--- config.mk ---
export PLATFORM = sky130hd
export DESIGN_NAME = toggle_rate_monitor
export DESIGN_NICKNAME = d
export VERILOG_FILES = /design/src/rtl/toggle_mon_pkg.sv /design/src/rtl/toggle_rate_monitor_sync_edge_det.sv /design/src/rtl/toggle_rate_monitor.sv
export SDC_FILE = /design/constraint.sdc
export NUM_CORES = 1
export LEC_CHECK = 0
export CAP_MARGIN = 20
export CORE_MARGIN = 3
export CORE_UTILIZATION = 50
export DETAILED_ROUTE_END_ITERATION = 10
export HOLD_SLACK_MARGIN = 0.06
export PLACE_DENSITY = 0.73
export SKIP_LAST_GASP = 1
export SYNTH_ARGS = -nofsm -noshare
export SYNTH_HDL_FRONTEND = slang
export SYNTH_SLANG_ARGS = --single-unit
export TNS_END_PERCENT = 100
--- constraint.sdc ---
create_clock -name clk -period 2.36 [get_ports clk]
set_clock_uncertainty 0.15 [all_clocks]
set_input_delay 0.354 -clock clk [delete_from_list [all_inputs] [get_ports clk]]
set_output_delay 0.354 -clock clk [all_outputs]
set_load 0.02 [all_outputs]
--- src/rtl/toggle_mon_pkg.sv ---
// Shared types and default widths for the toggle-rate monitor.
package toggle_mon_pkg;

  localparam int unsigned CNT_W_DEF       = 16;
  localparam int unsigned WIN_W_DEF       = 16;
  localparam int unsigned SYNC_STAGES_DEF = 2;

  typedef enum logic [1:0] {
    IDLE    = 2'd0,
    MEASURE = 2'd1,
    REPORT  = 2'd2
  } state_e;

endpackage : toggle_mon_pkg

--- src/rtl/toggle_rate_monitor_sync_edge_det.sv ---
// Synchroniser chain for an asynchronous level plus a one-cycle change pulse.
module sync_edge_det #(
  parameter int unsigned SYNC_STAGES = 2
) (
  input  logic clk,
  input  logic rst_n,
  input  logic d_async,
  output logic level,
  output logic tog
);

  // A single flop is not a synchroniser, so the chain is never shorter than 2.
  localparam int unsigned STAGES = (SYNC_STAGES < 2) ? 2 : SYNC_STAGES;

  logic [STAGES-1:0] sync_q, sync_d;
  logic              q_prev_q, q_prev_d;

  // Shift the raw input into the chain; remember last synchronised level.
  always_comb begin
    sync_d   = {sync_q[STAGES-2:0], d_async};
    q_prev_d = sync_q[STAGES-1];
  end

  // Chain and previous-level registers.
  always_ff @(posedge clk or negedge rst_n) begin
    if (!rst_n) begin
      sync_q   <= '0;
      q_prev_q <= 1'b0;
    end else begin
      sync_q   <= sync_d;
      q_prev_q <= q_prev_d;
    end
  end

  assign level = sync_q[STAGES-1];
  assign tog   = sync_q[STAGES-1] ^ q_prev_q;

endmodule : sync_edge_det

--- src/rtl/toggle_rate_monitor.sv ---
// Counts Q toggles over a requested window and reports via valid/ready.
module toggle_rate_monitor
  import toggle_mon_pkg::*;
#(
  parameter int unsigned CNT_W       = CNT_W_DEF,
  parameter int unsigned WIN_W       = WIN_W_DEF,
  parameter int unsigned SYNC_STAGES = SYNC_STAGES_DEF
) (
  input  logic             clk,
  input  logic             rst_n,
  input  logic             q_in,
  input  logic             start,
  input  logic [WIN_W-1:0] win_len,
  output logic             busy,
  output logic [CNT_W-1:0] cnt_out,
  output logic             stuck,
  output logic             out_valid,
  input  logic             out_ready
);

  state_e             state_q, state_d;
  logic [WIN_W-1:0]   win_q, win_d;
  logic [CNT_W-1:0]   count_q, count_d;
  logic [CNT_W-1:0]   count_inc;
  logic [CNT_W-1:0]   cnt_out_q, cnt_out_d;
  logic               stuck_q, stuck_d;
  logic               out_valid_q, out_valid_d;
  logic               busy_q, busy_d;
  logic               tog;
  logic               q_level_unused;   // only the change pulse matters here
  logic               start_ok;
  logic               last_cycle;

  sync_edge_det #(
    .SYNC_STAGES (SYNC_STAGES)
  ) u_sync (
    .clk     (clk),
    .rst_n   (rst_n),
    .d_async (q_in),
    .level   (q_level_unused),
    .tog     (tog)
  );

  assign start_ok   = start && (win_len != '0);
  assign last_cycle = (win_q == WIN_W'(1));
  assign count_inc  = (tog && (count_q != '1)) ? count_q + CNT_W'(1) : count_q;

  // State register.
  always_ff @(posedge clk or negedge rst_n) begin
    if (!rst_n) state_q <= IDLE;
    else        state_q <= state_d;
  end

  // Next-state logic.
  always_comb begin
    state_d = state_q;
    case (state_q)
      IDLE:    if (start_ok)   state_d = MEASURE;
      MEASURE: if (last_cycle) state_d = REPORT;
      REPORT:  if (out_ready)  state_d = IDLE;
      default:                 state_d = IDLE;
    endcase
  end

  // Datapath and output next values; flags follow the state being entered.
  always_comb begin
    win_d       = win_q;
    count_d     = count_q;
    cnt_out_d   = cnt_out_q;
    stuck_d     = stuck_q;
    out_valid_d = (state_d == REPORT);
    busy_d      = (state_d != IDLE);
    case (state_q)
      IDLE: begin
        if (start_ok) begin
          win_d   = win_len;
          count_d = '0;
        end
      end
      MEASURE: begin
        win_d   = win_q - WIN_W'(1);
        count_d = count_inc;
        if (last_cycle) begin
          cnt_out_d = count_inc;
          stuck_d   = (count_inc == '0);
        end
      end
      REPORT: begin
        if (out_ready) stuck_d = 1'b0;
      end
      default: ;
    endcase
  end

  // Datapath and output registers.
  always_ff @(posedge clk or negedge rst_n) begin
    if (!rst_n) begin
      win_q       <= '0;
      count_q     <= '0;
      cnt_out_q   <= '0;
      stuck_q     <= 1'b0;
      out_valid_q <= 1'b0;
      busy_q      <= 1'b0;
    end else begin
      win_q       <= win_d;
      count_q     <= count_d;
      cnt_out_q   <= cnt_out_d;
      stuck_q     <= stuck_d;
      out_valid_q <= out_valid_d;
      busy_q      <= busy_d;
    end
  end

  assign busy      = busy_q;
  assign cnt_out   = cnt_out_q;
  assign stuck     = stuck_q;
  assign out_valid = out_valid_q;

endmodule : toggle_rate_monitor

==> results of run 1 <==
-- report_power, final --
group	switching (mW)	internal (mW)	total, mW
clock	0.324	0.240	0.563
combinational	0.522	0.464	0.985
sequential	0.203	1.15	1.35
total	1.05	1.85	2.90
-- cells in the mapped netlist (3+ instances only) --
| library cell | count | share of area (%) |
|---|---|---|
| o31ai_1 | 7 | 1.7 |
| o21ai_1 | 23 | 3.7 |
| dfrtp_1 | 56 | 45 |
| buf_2 | 7 | 1.1 |
| xor2_1 | 8 | 2.3 |
| nor2_1 | 24 | 2.9 |
| nand4_1 | 8 | 1.6 |
| or3_1 | 4 | 0.81 |
| mux2i_1 | 4 | 1.3 |
| inv_1 | 7 | 0.85 |
| o22ai_1 | 3 | 0.61 |
| clkbuf_1 | 12 | 1.5 |
| xnor2_1 | 9 | 2.5 |
| nor4_1 | 6 | 1.2 |
| a21oi_1 | 17 | 2.7 |
| o21ai_0 | 14 | 2.3 |
| nor3_1 | 9 | 1.5 |
| o221a_2 | 3 | 1.1 |
| ha_1 | 3 | 1.2 |
| and3_1 | 3 | 0.61 |
| nand3_1 | 18 | 2.9 |
| nand2b_1 | 4 | 0.81 |
| nand2_1 | 43 | 5.2 |
-- layout make-up --
type | count | area (sq um) | area share [%]
Clock buffer | 7 | 86.3 | 2.18
Clock inverter | 1 | 7.51 | 0.190
Inverter | 7 | 26.3 | 0.664
Multi-Input combinational cell | 256 | 1630 | 41.1
Sequential cell | 56 | 1400 | 35.5
Tap cell | 75 | 93.8 | 2.37
Timing Repair Buffer | 79 | 713 | 18.0
-- registers in the layout, indices dropped and copies added, names as in the netlist --
name             flops
out_valid            1
win_q               16
busy                 1
u_sync.q_prev_q      1
stuck                1
cnt_out             16
count_q             16
state_q              2
u_sync.sync_q        2
-- worst paths after layout --
kind | from | endpoint | slack [ns] | cells after the start
setup / recovery | count_q[0] | stuck | 0.11 | 8
hold / removal | u_sync.sync_q[0] | u_sync.sync_q[1] | 0.21 | 0
setup reg to reg | count_q[0] | stuck | 0.11 | 8
hold reg to reg | u_sync.sync_q[0] | u_sync.sync_q[1] | 0.21 | 0
max in group asynchronous | rst_n | win_q[14] | 1.09 | 3
min in group asynchronous | rst_n | count_q[15] | 0.40 | 2
-- per-stage QoR --
step / cell area (sq um) / cells / utilization (%) / hold WS (ns) / power (mW)
global route: 3960 / 481 / 66.4 / 0.222 / 3.08
global placement: 3780 / 469 / 63.4 / 0.188 / 2.27
finish: 3960 / 481 / 66.4 / 0.214 / 2.90
floorplan: 3100 / 341 / - / -0.0916 / 1.96
detailed placement: 3780 / 469 / 63.4 / 0.193 / 2.31
CTS: 3880 / 478 / 65.1 / 0.216 / 2.87
-- metal layers --
layer,global-route usage (%),up-vias
li1,-,1368
met1,30.0,1342
met3,3.24,8
met2,37.4,76
met4,6.76,0
met5,0,-
-- cell families after synthesis --
| family | Yosys count | synth area share (%) |
|---|---|---|
| xor gates and xnor gates | 18 | 5.33 |
| adders and majority gates | 3 | 1.21 |
| and+or+nand+nor | 135 | 22.9 |
| AOI/OAI and AO/OA | 96 | 20.0 |
| buffers and inverters | 29 | 4.04 |
| muxes | 4 | 1.29 |
| DFF | 56 | 45.2 |
-- timing repair --
action | 4_1_cts | 5_1_grt
setup buffers | 0 | 3
resized for setup | 0 | 10
setup endpoints to repair | 0 | 2
endpoints found under the hold margin | 23 | 0
hold buffers | 1 | 0
-- critical path: cells and delay by family (launching register included) --
| family | cells | cell delay, ns |
|---|---|---|
| adders and majority gates | 1 | 0.17 |
| and+or+nand+nor | 4 | 0.77 |
| AOI/OAI and AO/OA | 1 | 0.20 |
| buffers and inverters | 1 | 0.19 |
| muxes | 1 | 0.26 |
| DFF | 1 | 0.41 |
==> impl_results.md, run 1 <==
* Status: finished, final reports clean
* CP max stage cell: dfrtp_1
* Routed len/inst at 16.1 microns
* CTS tree: done
* CP Max Fanout at 5
* Overall global routing resource usage at 22.3%
* Initial antenna violation count at 0
* DRT iter0 DRCs at 226
* Fin worst setup slack at 0.112 ns
* Hpwl dp at 5.65 mm
* Worst endpoint data arrival time at 2.33 ns
* Global-route wire length before repair at 13.1 mm
* Top Metal Used: met4
* CTS max path bufs at 2
* Slew Limit Headroom at 56.9%
* Crit path cell chain: ha_4 -> nand2_1 -> buf_4 -> nor4_4 -> nand3_2 -> mux2i_2 -> nand4_1 -> o31ai_2
* Via Count at 2794
* Most frequent cells in the layout: 55 x dfrtp_1, 43 x nand2_1, 38 x clkdlybuf4s50_1
* Post-route DRC at 0
* Crit path time final at 2.25 ns
* Max Clock Freq at 445 MHz
* IO Pins at 40
* Leakage power at 1.61 nW
* YS warnings at 0
* Reg clk slew, reported paths at 0.11 ns
* Port buffer count at 39
* Clock Root Buffer: clkbuf_8
* Yosys reg bits at 56
* Slew Viols, Final at 0
* Clk_lat worst skew at 0.32 ns
* Routed met3 length at 296 microns
* Unique masters post-synth at 59
* Synthesized area at 3100 sq um
* Gate count after technology mapping at 341
* Vert. Die Dim at 84.7 microns
* Setup TNS at 0 ns
* Core area at 5960 sq um
* Largest stage delay, worst path at 0.41 ns
* Row count at 28
* Largest net degree at the start of global routing at 34
* Final GP Congestion at 0.854
* Fin crit share at 95.2%
* Synthesized Nets at 365
* Met2 wire len at 3.86 mm
* Sequential area share after synthesis at 45.2%
* Number of flops mapped to enable cells by yosys at 0
* FFs w/ async S/R, synth at 100%
* Setup CP Type: flip-flop to flip-flop
* Depth of the CTS H-tree at 2
* Vias in the first global route at 2751
* DIE AREA at 7180 sq um
* Layout cells sized above 1 at 17.0%
* Post-layout nets at 429
* Avg Vias per Cell at 5.81
* Crit end category: flip-flop
* Clk sinks at 56
* Antenna viol nets, final at 0
* Final setup viols at 0
* Max cap viols at 0
* Most common cell after layout, fill and taps aside: dfrtp_1
* Fillers at 503
* Aggregate global routing overflow at 0
* Initial DRT Pass Iterations at 4
* Ant diodes at 0
* DRT met1 WL at 3.49 mm
* Final hold vios at 0
* Setup WS pre-CTS at -0.124 ns
* Num CTS Buffers at 5
* Chip width at 84.7 microns
* Avg Synthesized Cell Area at 9.09 sq um
* PD cells at 734 nW/um^2
* Most common flop cell mapped by yosys: dfrtp_1
* Area Overhead vs Synth at 27.6%
* DRT Wirelength at 7.74 mm
* Setup crit start kind: flip-flop
* Worst VDD drop at 0.460 mV
* Initial Util at 52.1%
* Slew @ Worst Pin at 0.642 ns
* Worst Hold Class: flip-flop to flip-flop
* CP Data Required Time at 2.44 ns
Power figures use the tool's default switching activity.
==> run 2, diff against run 1 <==
Clock period 2.36 ns to 2.8 ns, I/O delays scaled along.
==> run 2 against run 1 <==
Clock power is 20% lower. Die area stayed put. Core utilization is 4.6 points lower. Register-to-register slack better by 0.30 ns. Combinational power is 34% lower. Global-route usage is 1.1 points lower. Maximum frequency is 5.8% lower. Cell count is 5.4% lower. Total power is 21% lower. Sequential power is 11% lower. Via count is 3.5% lower. Count of clock-buffer cells in the layout is 1 higher.
==> impl_results.md, run 2 (synthesized netlist as in run 1, its figures left out) <==
* Most frequent cells in the layout: 56 x dfrtp_1, 43 x nand2_1, 38 x clkdlybuf4s50_1
* Depth of the CTS H-tree at 2
* Initial Util at 52.1%
* Worst Hold Class: flip-flop to flip-flop
* Slew @ Worst Pin at 0.694 ns
* Initial DRT Pass Iterations at 6
* Fillers at 522
* FF/Latch Area at 1400 sq um
* Row count at 28
* CP Data Required Time at 2.87 ns
* Chip width at 84.7 microns
* Fin Hold WS at 0.211 ns
* Final hold vios at 0
* DIE AREA at 7180 sq um
* Worst VDD drop at 0.422 mV
* Global-route wire length before repair at 12.5 mm
* Max Clock Freq at 419 MHz
* CTS Hold Buffers Added at 1
* Vert. Die Dim at 84.7 microns
* Clk sinks at 56
* Fin crit share at 85.2%
* Final setup viols at 0
* CTS max path bufs at 2
* DRT iter0 DRCs at 225
* Crit end category: flip-flop
* Avg Vias per Cell at 5.93
* Largest net degree at the start of global routing at 26
* Setup crit start kind: flip-flop
* Multi-input logic area at 1570 sq um
* Status: finished, final reports clean
* Post-cts sizing count at 0
* Fin area at 3680 sq um
* Initial antenna violation count at 0
* DRT Wirelength at 7.10 mm
* Ant diodes at 0
* Worst Path Buf+Inv at 0
* Clock Root Buffer: clkbuf_8
* Vias in the first global route at 2662
* Largest stage delay, worst path at 0.51 ns
* Routed len/inst at 15.6 microns
* Core area at 5960 sq um
* CP max stage cell: a2111oi_0
* Worst endpoint data arrival time at 2.46 ns
* Antenna viol nets, final at 0
* Num CTS Buffers at 5
* Postcts setup bufs at 0
* IO Pins at 40
* Overall global routing resource usage at 21.2%
* Leakage power at 1.45 nW
* Top delay family on crit path: compound AO/OA/AOI/OAI gates
* Hpwl dp at 5.36 mm
* Layout cells sized above 1 at 9.74%
* CP Max Fanout at 8
* PD cells at 624 nW/um^2
* Dpl cell area at 3580 sq um
* Clk_lat worst skew at 0.30 ns
* Crit path cell chain: ha_1 -> and2_1 -> nand2_1 -> a2111oi_0 -> a22o_1 -> nand4_1 -> o31ai_2
* Port buffer count at 39
* Final GP Congestion at 0.916
* Slew Limit Headroom at 53.3%
* Reg clk slew, reported paths at 0.09 ns
* Most common cell after layout, fill and taps aside: dfrtp_1
* Post-route DRC at 0
* Setup CP Type: flip-flop to flip-flop
* Post-layout nets at 403
* Setup TNS at 0 ns
* RSZ-0062 raised after global routing: false
* Via Count at 2696
* Area Overhead vs Synth at 18.6%
* Slew Viols, Final at 0
* Max cap viols at 0
* CTS tree: done
* Aggregate global routing overflow at 0
* Crit path time final at 2.39 ns
* Final Util at 61.8%
[run 2: cell types whose count changed in the layout (fill, tap and decap cells not counted), sizes merged]
cell	change
buf	-26
clkbuf	+1
clkinvlp	-1
[run 2: final timing paths]
path / startpoint / to / slack, ns / cells after the start
max: count_q[1] / stuck / 0.41 / 7
min: u_sync.sync_q[0] / u_sync.sync_q[1] / 0.21 / 0
max reg2reg: count_q[1] / stuck / 0.41 / 7
min reg2reg: u_sync.sync_q[0] / u_sync.sync_q[1] / 0.21 / 0
max in group asynchronous: rst_n / count_q[11] / 1.43 / 3
min in group asynchronous: rst_n / busy / 0.43 / 2
[run 2: power breakdown]
| group | internal (mW) | switching [mW] | total [mW] | leakage, nW |
|---|---|---|---|---|
| sequential | 0.967 | 0.229 | 1.20 | 0.712 |
| combinational | 0.307 | 0.343 | 0.650 | 0.693 |
| clock | 0.202 | 0.248 | 0.450 | 0.0455 |
[run 2: cell type report]
type,instances,area share [%]
repair buffers,53,13.4
clock buffers,8,2.45
well taps,75,2.55
flip-flops and latches,56,38.1
multi-input cells,256,42.8
inverters,7,0.714
[run 2: worst reg2reg max path: cells and delay by family (launching register included)]
kind,cells,cell delay (ns)
and+or+nand+nor,3,0.38
adders and majority gates,1,0.28
AOI/OAI and AO/OA,3,1.00
DFF,1,0.49
[run 2: metal layers]
metal	up-vias	global-route usage, %	part of all wire (%)
met1	1287	29.1	45
li1	1322	-	-
met5	-	0	0
met3	13	4.91	5.4
met2	74	33.2	47
met4	0	7.05	1.8
[run 2: stage by stage]
stage               total power [mW]  cells  setup WS, ns
floorplan                       1.65    341         0.769
detailed placement              1.86    446         0.229
CTS                             2.32    455         0.417
finish                          2.30    455         0.414
global route                    2.47    455         0.230
global placement                1.83    446         0.172
==> run 3, diff against run 2 <==
--- a/config.mk
+++ b/config.mk
@@ -9,6 +9,6 @@
 export CORE_MARGIN = 3
-export CORE_UTILIZATION = 50
+export CORE_UTILIZATION = 45
 export DETAILED_ROUTE_END_ITERATION = 10
 export HOLD_SLACK_MARGIN = 0.06
-export PLACE_DENSITY = 0.73
+export PLACE_DENSITY = 0.67
 export SKIP_LAST_GASP = 1
--- a/constraint.sdc
+++ b/constraint.sdc
@@ -4,2 +4,2 @@
 set_output_delay 0.42 -clock clk [all_outputs]
-set_load 0.02 [all_outputs]
+set_load 0.005 [all_outputs]
==> run 3 against run 2 <==
Combinational power up 2%. Count of clock-buffer cells in the layout down 3. Non-clock buffer count down 2. Total power up 4.2%. Die area up 10%. Critical path depth unchanged. Largest power group unchanged.
==> impl_results.md, run 3 (synthesized netlist as in run 1, its figures left out) <==
* Fin Hold WS at 0.209 ns
* Leakage power at 1.46 nW
* DRT Wirelength at 7.14 mm
* Setup TNS at 0 ns
* Worst VDD drop at 0.401 mV
* Vias in the first global route at 2516
* Fillers at 573
* Initial antenna violation count at 0
* Switching Power at 0.844 mW
* Fin worst setup slack at 0.367 ns
* Max Clock Freq at 411 MHz
* IO Pins at 40
* Ant diodes at 0
* Largest net degree at the start of global routing at 30
* Row count at 29
* Final GP Congestion at 0.877
* Status: finished, final reports clean
* Overall global routing resource usage at 19.2%
* Postcts setup bufs at 0
* Met3 Use GR at 4.33%
* Vert. Die Dim at 89.0 microns
* Initial Util at 47.7%
* CP Max Fanout at 8
* Setup CP Type: flip-flop to flip-flop
* Global routing met2 resource utilization at 30.4%
* Fin crit share at 86.9%
* Aggregate global routing overflow at 0
* Int Pwr at 1.55 mW
* Slew Viols, Final at 0
* Chip width at 89.0 microns
* Worst endpoint data arrival time at 2.52 ns
* Via Count at 2638
* Clk pwr share at 22.4%
* Antenna viol nets, final at 0
* Max cap viols at 0
* Clk_lat worst skew at 0.31 ns
* Setup crit start kind: flip-flop
* DIE AREA at 7920 sq um
* Setup WS pre-CTS at 0.327 ns
* Reg clk slew, reported paths at 0.11 ns
* Final Util at 57.2%
* Seq pwr share at 50.0%
* Hpwl dp at 5.25 mm
* CTS tree: done
* Slew @ Worst Pin at 0.681 ns
* Final cell count without fillers at 455
* Gate power share at 27.6%
* GRT busiest layer: met2
* Final hold vios at 0
* Clk sinks at 56
* Sw Share at 35.3%
* Routed len/inst at 15.7 microns
* Core area at 6490 sq um
* Port buffer count at 39
* CTS max path bufs at 2
* Clock Root Buffer: clkbuf_8
* Crit end category: flip-flop
* Num CTS Buffers at 5
* RSZ-0062 raised after global routing: false
* Layout cells sized above 1 at 9.79%
* Avg Vias per Cell at 5.80
* DRT iter0 DRCs at 193
* Post-cts sizing count at 0
* Slew Limit Headroom at 54.6%
* Most frequent cells in the layout: 56 x dfrtp_1, 43 x nand2_1, 38 x clkdlybuf4s50_1
* Initial DRT Pass Iterations at 4
* Inst Count DP at 446
* Post-layout nets at 401
* Post-route DRC at 0
* Global-route track usage on met1 at 26.3%
* PD cells at 644 nW/um^2
* CP Data Required Time at 2.88 ns
* Worst Hold Class: flip-flop to flip-flop
* Depth of the CTS H-tree at 2
* Most common cell after layout, fill and taps aside: dfrtp_1
* Global-route wire length before repair at 12.0 mm
* Area Overhead vs Synth at 19.7%
* Final setup viols at 0
* Crit path time final at 2.43 ns
==> run 3: power groups by stage <==
stage | registers, mW | logic [mW] | clock network, mW
3_5_place_dp | 1.20 | 0.666 | 0
5_1_grt | 1.23 | 0.744 | 0.585
4_1_cts | 1.19 | 0.665 | 0.551
2_1_floorplan | 1.10 | 0.552 | 0
3_3_place_gp | 1.20 | 0.646 | 0
6_report | 1.20 | 0.661 | 0.536
==> run 3: final timing paths <==
check	startpoint	endpoint	slack [ns]	cells after the start
worst max-delay path	count_q[1]	stuck	0.37	7
worst min register to register	u_sync.sync_q[0]	u_sync.sync_q[1]	0.21	0
max in group asynchronous	rst_n	cnt_out[9]	1.39	3
worst min-delay path	u_sync.sync_q[0]	u_sync.sync_q[1]	0.21	0
worst max register to register	count_q[1]	stuck	0.37	7
min in group asynchronous	rst_n	busy	0.52	2
==> run 3: final cells by class <==
cell class / count / area, sq um / area share [%]
clock buffer: 5 / 68.8 / 1.85
clock inverter: 3 / 42.5 / 1.15
sequential: 56 / 1400 / 37.7
timing repair buffer: 51 / 503 / 13.5
multi-input combinational: 256 / 1570 / 42.4
tap: 77 / 96.3 / 2.60
inverter: 7 / 26.3 / 0.708
==> run 3: critical path, stage by stage, from the launching register on <==
cell,delay [ns]
dfrtp_1,0.49
ha_1,0.28
nand2_1,0.18
nor4_4,0.43
nor3_2,0.12
xnor2_1,0.25
nand4_1,0.19
o31ai_2,0.27
==> run 3: metal layers <==
metal / vias up / share of wire (%)
met5: - / 0
met3: 12 / 4.1
met4: 0 / 1.9
li1: 1314 / -
met1: 1243 / 49
met2: 69 / 45
==> run 3: timing repair <==
| item | in CTS | in global routing |
|---|---|---|
| hold endpoints to repair | 27 | 0 |
| hold buffers | 1 | 0 |
| endpoints found under the setup margin | 0 | 0 |
==> run 3: through the flow <==
step	power [mW]	instance area [sq um]
floorplan	1.65	3100
global placement	1.85	3590
detailed placement	1.87	3590
CTS	2.41	3710
global route	2.56	3710
finish	2.39	3710
